File: config.mk
export PLATFORM = sky130hd
export DESIGN_NAME = flag_rle_enc
export DESIGN_NICKNAME = d
export VERILOG_FILES = /design/src/rtl/flag_rle_enc.sv
export SDC_FILE = /design/constraint.sdc
export NUM_CORES = 1
export LEC_CHECK = 0
export CAP_MARGIN = 20
export CORE_MARGIN = 1.5
export CORE_UTILIZATION = 35
export CTS_BUF_LIST = sky130_fd_sc_hd__clkbuf_2
export DETAILED_ROUTE_END_ITERATION = 8
export GPL_ROUTABILITY_DRIVEN = 0
export PLACE_DENSITY = 0.5
export SYNTH_ARGS = -nofsm -noshare
export SYNTH_HDL_FRONTEND = slang
export SYNTH_SLANG_ARGS = --single-unit
export TNS_END_PERCENT = 1
File: constraint.sdc
create_clock -name clk -period 5.5 [get_ports clk]
set_input_delay 1.1 -clock clk [delete_from_list [all_inputs] [get_ports clk]]
set_output_delay 1.1 -clock clk [all_outputs]
set_load 0.03 [all_outputs]
File: src/rtl/flag_rle_enc.sv
// Run-length encoder for a binarised pixel stream, with a first-word-fall-through token FIFO.
// Define RLE_MEAN_EN to tag each token with the i_mean of the pixel that started its run.
module flag_rle_enc #(
  parameter int LINE_W = 640,
  parameter int RUN_W  = 10,
  parameter int DEPTH  = 8,
`ifdef RLE_MEAN_EN
  localparam int TW    = RUN_W + 10
`else
  localparam int TW    = RUN_W + 2
`endif
) (
  input  logic                   clk,
  input  logic                   rst,
  input  logic                   i_vld,
  input  logic                   i_flag,
  input  logic [7:0]             i_mean,
  output logic                   o_vld,
  input  logic                   o_rdy,
  output logic [TW-1:0]          o_data,
  output logic                   o_ovf,
  output logic [$clog2(DEPTH):0] o_level
);

  localparam int CW = (LINE_W > 1) ? $clog2(LINE_W) : 1;
  localparam int AW = $clog2(DEPTH);
  localparam logic [RUN_W-1:0] MAXRUN   = {RUN_W{1'b1}};
  localparam logic [CW-1:0]    LAST_COL = CW'(LINE_W - 1);
  localparam logic [AW:0]      FULL_LVL = (AW + 1)'(DEPTH);

  function automatic logic run_sat(input logic [RUN_W-1:0] c);
    return c == (MAXRUN - 1'b1);
  endfunction

`ifdef RLE_MEAN_EN
  function automatic logic [TW-1:0] mk_tok(input logic [7:0] m, input logic e,
                                           input logic f, input logic [RUN_W-1:0] r);
    return {m, e, f, r};
  endfunction
`else
  function automatic logic [TW-1:0] mk_tok(input logic [7:0] unused_m, input logic e,
                                           input logic f, input logic [RUN_W-1:0] r);
    return {e, f, r};
  endfunction
`endif

  logic [CW-1:0]    col, col_nx;
  logic [RUN_W-1:0] cnt, cnt_nx;
  logic             cur_flag, flag_nx;
  logic             pend_vld, pend_vld_nx;
  logic [TW-1:0]    pend, pend_nx;
  logic             push, eol;
  logic [TW-1:0]    push_tok;
  logic [7:0]       run_mean;

  logic [TW-1:0]    mem [DEPTH];
  logic [AW:0]      wr_ptr, rd_ptr;
  logic             full, pop, push_ok, drop;

`ifdef RLE_MEAN_EN
  logic [7:0] mean_r;
  logic       run_start;
  assign run_start = i_vld & ((cnt == '0) | (i_flag != cur_flag));
  assign run_mean  = mean_r;

  always_ff @(posedge clk) begin
    if (run_start) mean_r <= i_mean;
  end
`else
  assign run_mean = '0;
`endif

  // Run tracking: at most one token is produced per edge
  always_comb begin
    push        = 1'b0;
    push_tok    = '0;
    col_nx      = col;
    cnt_nx      = cnt;
    flag_nx     = cur_flag;
    pend_vld_nx = 1'b0;
    pend_nx     = pend;
    eol         = (col == LAST_COL);
    if (pend_vld) begin
      push     = 1'b1;
      push_tok = pend;
    end
    if (i_vld) begin
      col_nx = eol ? '0 : col + 1'b1;
      if (cnt == '0) begin
        flag_nx = i_flag;
        cnt_nx  = eol ? '0 : RUN_W'(1);
        if (eol) begin
          push     = 1'b1;
          push_tok = mk_tok(i_mean, 1'b1, i_flag, RUN_W'(1));
        end
      end else if (i_flag == cur_flag) begin
        if (run_sat(cnt)) begin
          push     = 1'b1;
          push_tok = mk_tok(run_mean, eol, cur_flag, MAXRUN);
          cnt_nx   = '0;
        end else if (eol) begin
          push     = 1'b1;
          push_tok = mk_tok(run_mean, 1'b1, cur_flag, cnt + 1'b1);
          cnt_nx   = '0;
        end else begin
          cnt_nx = cnt + 1'b1;
        end
      end else begin
        push     = 1'b1;
        push_tok = mk_tok(run_mean, 1'b0, cur_flag, cnt);
        flag_nx  = i_flag;
        // A one-pixel run that also ends the line is emitted on the following edge
        if (eol) begin
          pend_vld_nx = 1'b1;
          pend_nx     = mk_tok(i_mean, 1'b1, i_flag, RUN_W'(1));
          cnt_nx      = '0;
        end else begin
          cnt_nx = RUN_W'(1);
        end
      end
    end
  end

  assign o_level = wr_ptr - rd_ptr;
  assign o_vld   = (o_level != '0);
  assign o_data  = o_vld ? mem[rd_ptr[AW-1:0]] : '0;
  assign full    = (o_level == FULL_LVL);
  assign pop     = o_vld & o_rdy;
  assign push_ok = push & (~full | pop);
  assign drop    = push & full & ~pop;

  always_ff @(posedge clk) begin
    if (rst) begin
      col      <= '0;
      cnt      <= '0;
      cur_flag <= 1'b0;
      pend_vld <= 1'b0;
      pend     <= '0;
      wr_ptr   <= '0;
      rd_ptr   <= '0;
      o_ovf    <= 1'b0;
    end else begin
      col      <= col_nx;
      cnt      <= cnt_nx;
      cur_flag <= flag_nx;
      pend_vld <= pend_vld_nx;
      pend     <= pend_nx;
      if (push_ok) wr_ptr <= wr_ptr + 1'b1;
      if (pop)     rd_ptr <= rd_ptr + 1'b1;
      if (drop)    o_ovf  <= 1'b1;
    end
  end

  // Storage; a full FIFO popping this edge can reuse the freed slot
  always_ff @(posedge clk) begin
    if (!rst && push_ok) mem[wr_ptr[AW-1:0]] <= push_tok;
  end

endmodule

## Word-level counts from Yosys, hierarchy flattened

Memories as Yosys holds them, arrays and structs flattened. A register that Yosys moved wholly into a read port is not among the register bits.
Index checks and enable logic that the tools add are counted.

- Equal/unequal tests: 5
- Divide/modulo/power cells: 0
- Reductions and logical operators: 7
- Shift-type cells: 0
- Muxes and demuxes: 27
- Order comparisons: 0
- Multiply operators: 0
- Bitwise logic cells: 10
- $add $sub $neg: 5

Operators with widths:

| kind | count |
|---|---|
| $mux 12 | 8 |
| $mux 10 | 5 |
| $add 10x1->10 const B | 2 |
| $eq 10x10->1 const B | 2 |
| $mux 1 | 12 |
| $logic_not 10->1 | 1 |
| $add 4x1->4 const B | 2 |
| $mux 3 | 2 |
| $not 1->1 | 5 |
| $and 1x1->1 | 4 |
| $eq 4x4->1 const B | 1 |
| $reduce_and 4->1 | 1 |
| $reduce_bool 4->1 | 1 |
| $reduce_or 4->1 | 1 |
| $sub 4x4->4 | 1 |
| $ne 2x2->1 const B | 1 |
| $reduce_and 2->1 | 1 |
| $eq 1x1->1 | 1 |
| $logic_and 1x1->1 | 1 |
| $logic_not 1->1 | 1 |
| $or 1x1->1 | 1 |

- Bits in latches: 0
- RAM bits: 96
- Memories: 1
- Memory bits (read-only): 0
- Output and inout bits: 18
- Register bits after elaboration: 34
- Input port bits: 13

Memory list:

| memory | words | width | read ports | clocked after Yosys merged registers in | wr ports | RTL line | source |
|---|---|---|---|---|---|---|---|
| mem | 8 | 12 | 1 | 1 | 1 | 56 | `logic [TW-1:0] mem [DEPTH];` |

## Longest topological paths before layout

- Word-level depth: 10
- Gate-level depth with buffers: 10
- Gate-level depth less buffers: 9

## Worst setup path after synthesis

OpenSTA, ideal clock, no wires.

- Kind: register to register
- From: reg wr_ptr[0]
- To: mem mem[0][0] (netlist bit), enable pin
- Period minus slack after synthesis: 3771 ps
- Slack: 1729 ps
- Stages on the path, launching flop included: 11
- Data arrival time: 3359 ps
- Path buffers: 1
- Path through: dfxtp_1 -> inv_1 -> ha_1 -> inv_1 -> fa_1 -> xor2_1 -> or3_1 -> nor4_2 -> or2_1 -> buf_6 -> nor4_1

- Cells in the longest elaborated chain, start to end: 8
- Elaborated cells on any way between the ends: 10
- Those cells by class: add/sub (1); eq/ne (1); mux (2); bitwise (4); reduce/logical (2)

RTL lines:

| what | RTL line | source |
|---|---|---|
| start: declaration | 57 | `logic [AW:0] wr_ptr, rd_ptr;` |
| start signal: assignment | 148 | `if (push_ok) wr_ptr <= wr_ptr + 1'b1;` |
| $sub 4x4->4 * | 124 | `assign o_level = wr_ptr - rd_ptr;` |
| via o_level[2] | 22 | `output logic [$clog2(DEPTH):0] o_level` |
| $reduce_bool 4->1 / $eq 4x4->1 (equally long branches) | 125, 127 |  |
| $and 1x1->1 / $not 1->1 (equally long branches) | 128, 129 |  |
| $or 1x1->1 * | 129 | `assign push_ok = push & (~full \| pop);` |
| $and 1x1->1 * | 129 |  |
| $logic_and 1x1->1 * | 156 | `if (!rst && push_ok) mem[wr_ptr[AW-1:0]] <= push_tok;` |
| $mux 1 * | 156 |  |
| $mux 1 (implied by the code) * | 156 |  |
| end: declaration | 56 |  |

The timed path passes the listed nets; every way through them passes the cells marked *.

## Final worst setup path

- From: reg rd_ptr[0]
- To: out o_data[10]

- Cells in the longest elaborated chain, start to end: 3

RTL lines:

| what | RTL line | source |
|---|---|---|
| start: declaration | 57 |  |
| start signal: assignment | 149 | `if (pop) rd_ptr <= rd_ptr + 1'b1;` |
| $sub 4x4->4 | 124 |  |
| $reduce_bool 4->1 | 125 | `assign o_vld = (o_level != '0);` |
| $mux 12 | 126 | `assign o_data = o_vld ? mem[rd_ptr[AW-1:0]] : '0;` |
| end: declaration | 20 | `output logic [TW-1:0] o_data,` |

Every way passes these cells.

==> out/metrics.yaml <==
worst_hold_path:
  min_path_type: "reg2reg"
setup_path:
  cpMaxStageDelayCell: "o21ba_1"
  cp_max_fo: 21
  critPathBufInv: 2
  cp_slowest_stage_delay_ps: 810
  critPathLaunchType: "register"
  critPathTopFamily: "compound AO/OA/AOI/OAI gates"
  path_class: "reg2out"
  cp_data_arrival_time_ps: 3850
  crit_path_end_kind: "primary output"
  crit_required_ps: 4400
  crit_chain: "ha_1, inv_1, fa_1, xor2_1, or3_1, o21ba_1, nor2_1, clkdlybuf4s50_1"
global_routing:
  grt_pass1_wl_mm: 20.4
  track_usage_pct: 15.1
  antenna_found_initial: 1
  grt_max_degree: 42
  grt_pass1_vias: 3811
  overflow: 0
placement:
  pre_cts_ws_ps: 1250
  hpwlAfterDp_mm: 8.03
  post_dp_cell_area_um2: 6510
  port_buffers: 22
power:
  max-vdd-ir-drop_uv: 237
  totalPowerFinal_mw: 2.47
  power_frac_comb_pct: 36.4
  seq_power_share_pct: 45.1
  power_density_nw_per_um2: 369
  intPower_mw: 1.58
  switching_share_pct: 35.9
  p_clk_share_pct: 18.5
  p_leak_nw: 2.20
  power_switching_mw: 0.887
synthesis:
  async_flop_share_pct: 0
  ys.flop_type: "edfxtp_1"
  syn_area_um2: 6020
  avgSynthCellArea_um2: 13.4
  synth-seq-cells: 132
  synth_simple_gate_area_share_pct: 13.4
  muxShareOfSynthArea_pct: 12.0
  yosysWarnings: 0
  synth_top_family_by_area: "simple AND/OR/NAND/NOR gates"
  netlist_instances: 451
  synth_adder_area_share_pct: 2.20
  synth_top_area_share_pct: 47.9
  synth_fp_nets: 474
  yosys-top-cells-area: "edfxtp_1 48%, dfxtp_1 12%, mux4_2 9.0%"
  synth_compound_area_share_pct: 7.48
  yosys.area.top_type: "edfxtp_1"
  yosysSeqAreaShare_pct: 59.8
  synth_edf_count: 96
  synth_xor_area_share_pct: 1.89
  yosys.cell_types.count: 57
cts:
  htree_levels: 4
  insertion_delay_ps: 680
  cts.repair.resized: 0
  cts_root_buf: "clkbuf_2"
  clkSinkCount: 132
  clock_path_buffers: 2
  cts_setup_buffers: 0
  tritoncts: "built"
  cts_buffers: 17
  path_clk_slew_ps: 180
  holdBufCountCts: 0
finish:
  syn2layout_area_growth_pct: 10.9
  final_layout_size_suffix_gt1_share_pct: 17.7
  stdcell_area_um2: 6680
  fill_cells: 1602
  fin_nets: 501
die:
  die-area_um2: 18000
  rows: 47
  die_x_um: 134
  start_util_pct: 36.1
  core_area_um2: 16700
  die_h_um: 134
  io_pins: 31
route:
  drtIter0Drc: 245
  dr.pass1.iters: 4
  vias: 3762
  drt_wl_total_mm: 12.6
  post-route-drc-count: 0
  ant_nets: 0
  post_drt_wl_per_cell_um: 17.7
  vias_per_cell: 5.28
timing:
  rsz0062_at_grt: "false"
  clock_skew_ps: 24.5
  fmax_mhz: 202
  post-route-period-util_pct: 90.1
  slew_viol_final: 0
  finalSetupViolations: 0
  finalHoldViolCount: 0
  setup_slack_ps: 546
  fin_setup_tns_ps: 0
  relSlewSlack_pct: 21.7
  layout_min_cycle_time_ps: 4950
  max_slew.worst_pin.slew_ps: 1170
status:
  status: "finished, final reports clean"
run:
  maxCapViolCount: 0
-- stage by stage --
step	hold slack (ps)	util, %	instances
6_report	466	40.0	712
5_1_grt	512	40.0	712
4_1_cts	472	40.0	711
3_5_place_dp	448	39.0	679
3_3_place_gp	435	39.0	679
2_1_floorplan	439	-	451
-- cell usage in the layout, fill, tap and decap left out, types with 13 or more instances in the layout --
cell | Yosys | layout
a21oi_1 | 28 | 28
buf_4 | 0 | 13
clkbuf_2 | 1 | 21
clkdlybuf4s50_1 | 0 | 22
dfxtp_1 | 36 | 36
edfxtp_1 | 96 | 96
inv_1 | 14 | 14
mux2i_1 | 16 | 16
mux4_2 | 24 | 24
nand2_1 | 23 | 23
nor2_1 | 38 | 38
nor3_1 | 17 | 13
o21ai_0 | 19 | 19
-- worst paths after layout --
kind                                             start             endpoint  slack [ps]  depth (start not counted)
worst min register to register      o_ovf$_SDFFE_PP0P_   o_ovf$_SDFFE_PP0P_         470                          2
worst max-delay path            rd_ptr[0]$_SDFFE_PP0N_           o_data[10]         550                          8
worst min-delay path                o_ovf$_SDFFE_PP0P_   o_ovf$_SDFFE_PP0P_         470                          2
worst max register to register  rd_ptr[0]$_SDFFE_PP0N_  mem[7][5]$_DFFE_PP_        2430                          9
-- logic make-up (layout without fill, tap and decap cells) --
| kind of cell | count (synthesis) | after routing |
|---|---|---|
| buf+inv | 41 | 81 |
| xor+xnor | 13 | 13 |
| mux | 42 | 42 |
| fa+ha+maj | 10 | 10 |
| simple gates | 141 | 141 |
| flops | 132 | 132 |
| compound gates | 72 | 72 |
| other cells | 0 | 1 |
-- cells in the mapped netlist, drive strengths merged (2+ instances only) --
| cell type | n |
|---|---|
| edfxtp | 96 |
| nor2 | 38 |
| dfxtp | 36 |
| a21oi | 28 |
| mux4 | 24 |
| nand2 | 23 |
| o21ai | 21 |
| nor3 | 19 |
| mux2i | 16 |
| clkbuf | 14 |
| inv | 14 |
| buf | 13 |
| nand3 | 11 |
| ha | 9 |
| and3 | 8 |
| xor2 | 8 |
| a31oi | 6 |
| nand4 | 6 |
| a22oi | 5 |
| nor4 | 5 |
| xnor2 | 5 |
| nor3b | 4 |
| nor4b | 4 |
| or3 | 4 |
| and4 | 3 |
| nand2b | 3 |
| nor2b | 3 |
| o31ai | 3 |
| a311oi | 2 |
| mux2 | 2 |
| nand3b | 2 |
| o22ai | 2 |
| or2 | 2 |
| or4 | 2 |
-- metal layers --
metal,up-vias,part of all wire [%],GRT usage (%)
met2,81,51,25.6
met5,-,0,0
met3,10,3.4,3.93
met4,0,0.91,5.14
met1,1883,45,18.8
li1,1788,-,-
-- state kept, by name (all words and copies together) (netlist names), named ones only --
signal / flops
pend: 2
cur_flag: 1
mem: 96
rd_ptr: 4
cnt: 10
col: 10
o_ovf: 1
wr_ptr: 4
pend_vld: 1
-- worst register-to-register path: cells and delay by family, from the launching register on --
| kind | cells | cell delay [ps] |
|---|---|---|
| simple gates | 4 | 1340 |
| xor+xnor | 1 | 160 |
| buf+inv | 2 | 280 |
| flops | 1 | 470 |
| fa+ha+maj | 2 | 560 |
-- power groups by stage --
| stage | sequential, mW | combinational, mW | clock, mW |
|---|---|---|---|
| after floorplan | 1.10 | 0.637 | 0 |
| after global placement | 1.14 | 0.897 | 0 |
| after detailed placement | 1.14 | 0.912 | 0 |
| after CTS | 1.12 | 0.914 | 0.486 |
| after global routing | 1.12 | 0.966 | 0.529 |
| final | 1.11 | 0.897 | 0.457 |
-- layout make-up --
class | count | area [µm²] | area share (%)
sequential | 132 | 3600 | 53.9
multi-input combinational | 278 | 2260 | 33.8
antenna | 1 | 2.50 | 0.0374
tap | 220 | 275 | 4.12
timing repair buffer | 35 | 318 | 4.75
clock buffer | 21 | 105 | 1.57
inverter | 14 | 52.6 | 0.786
clock inverter | 11 | 66.3 | 0.992
Note: power is estimated with default switching activity, not from simulation.
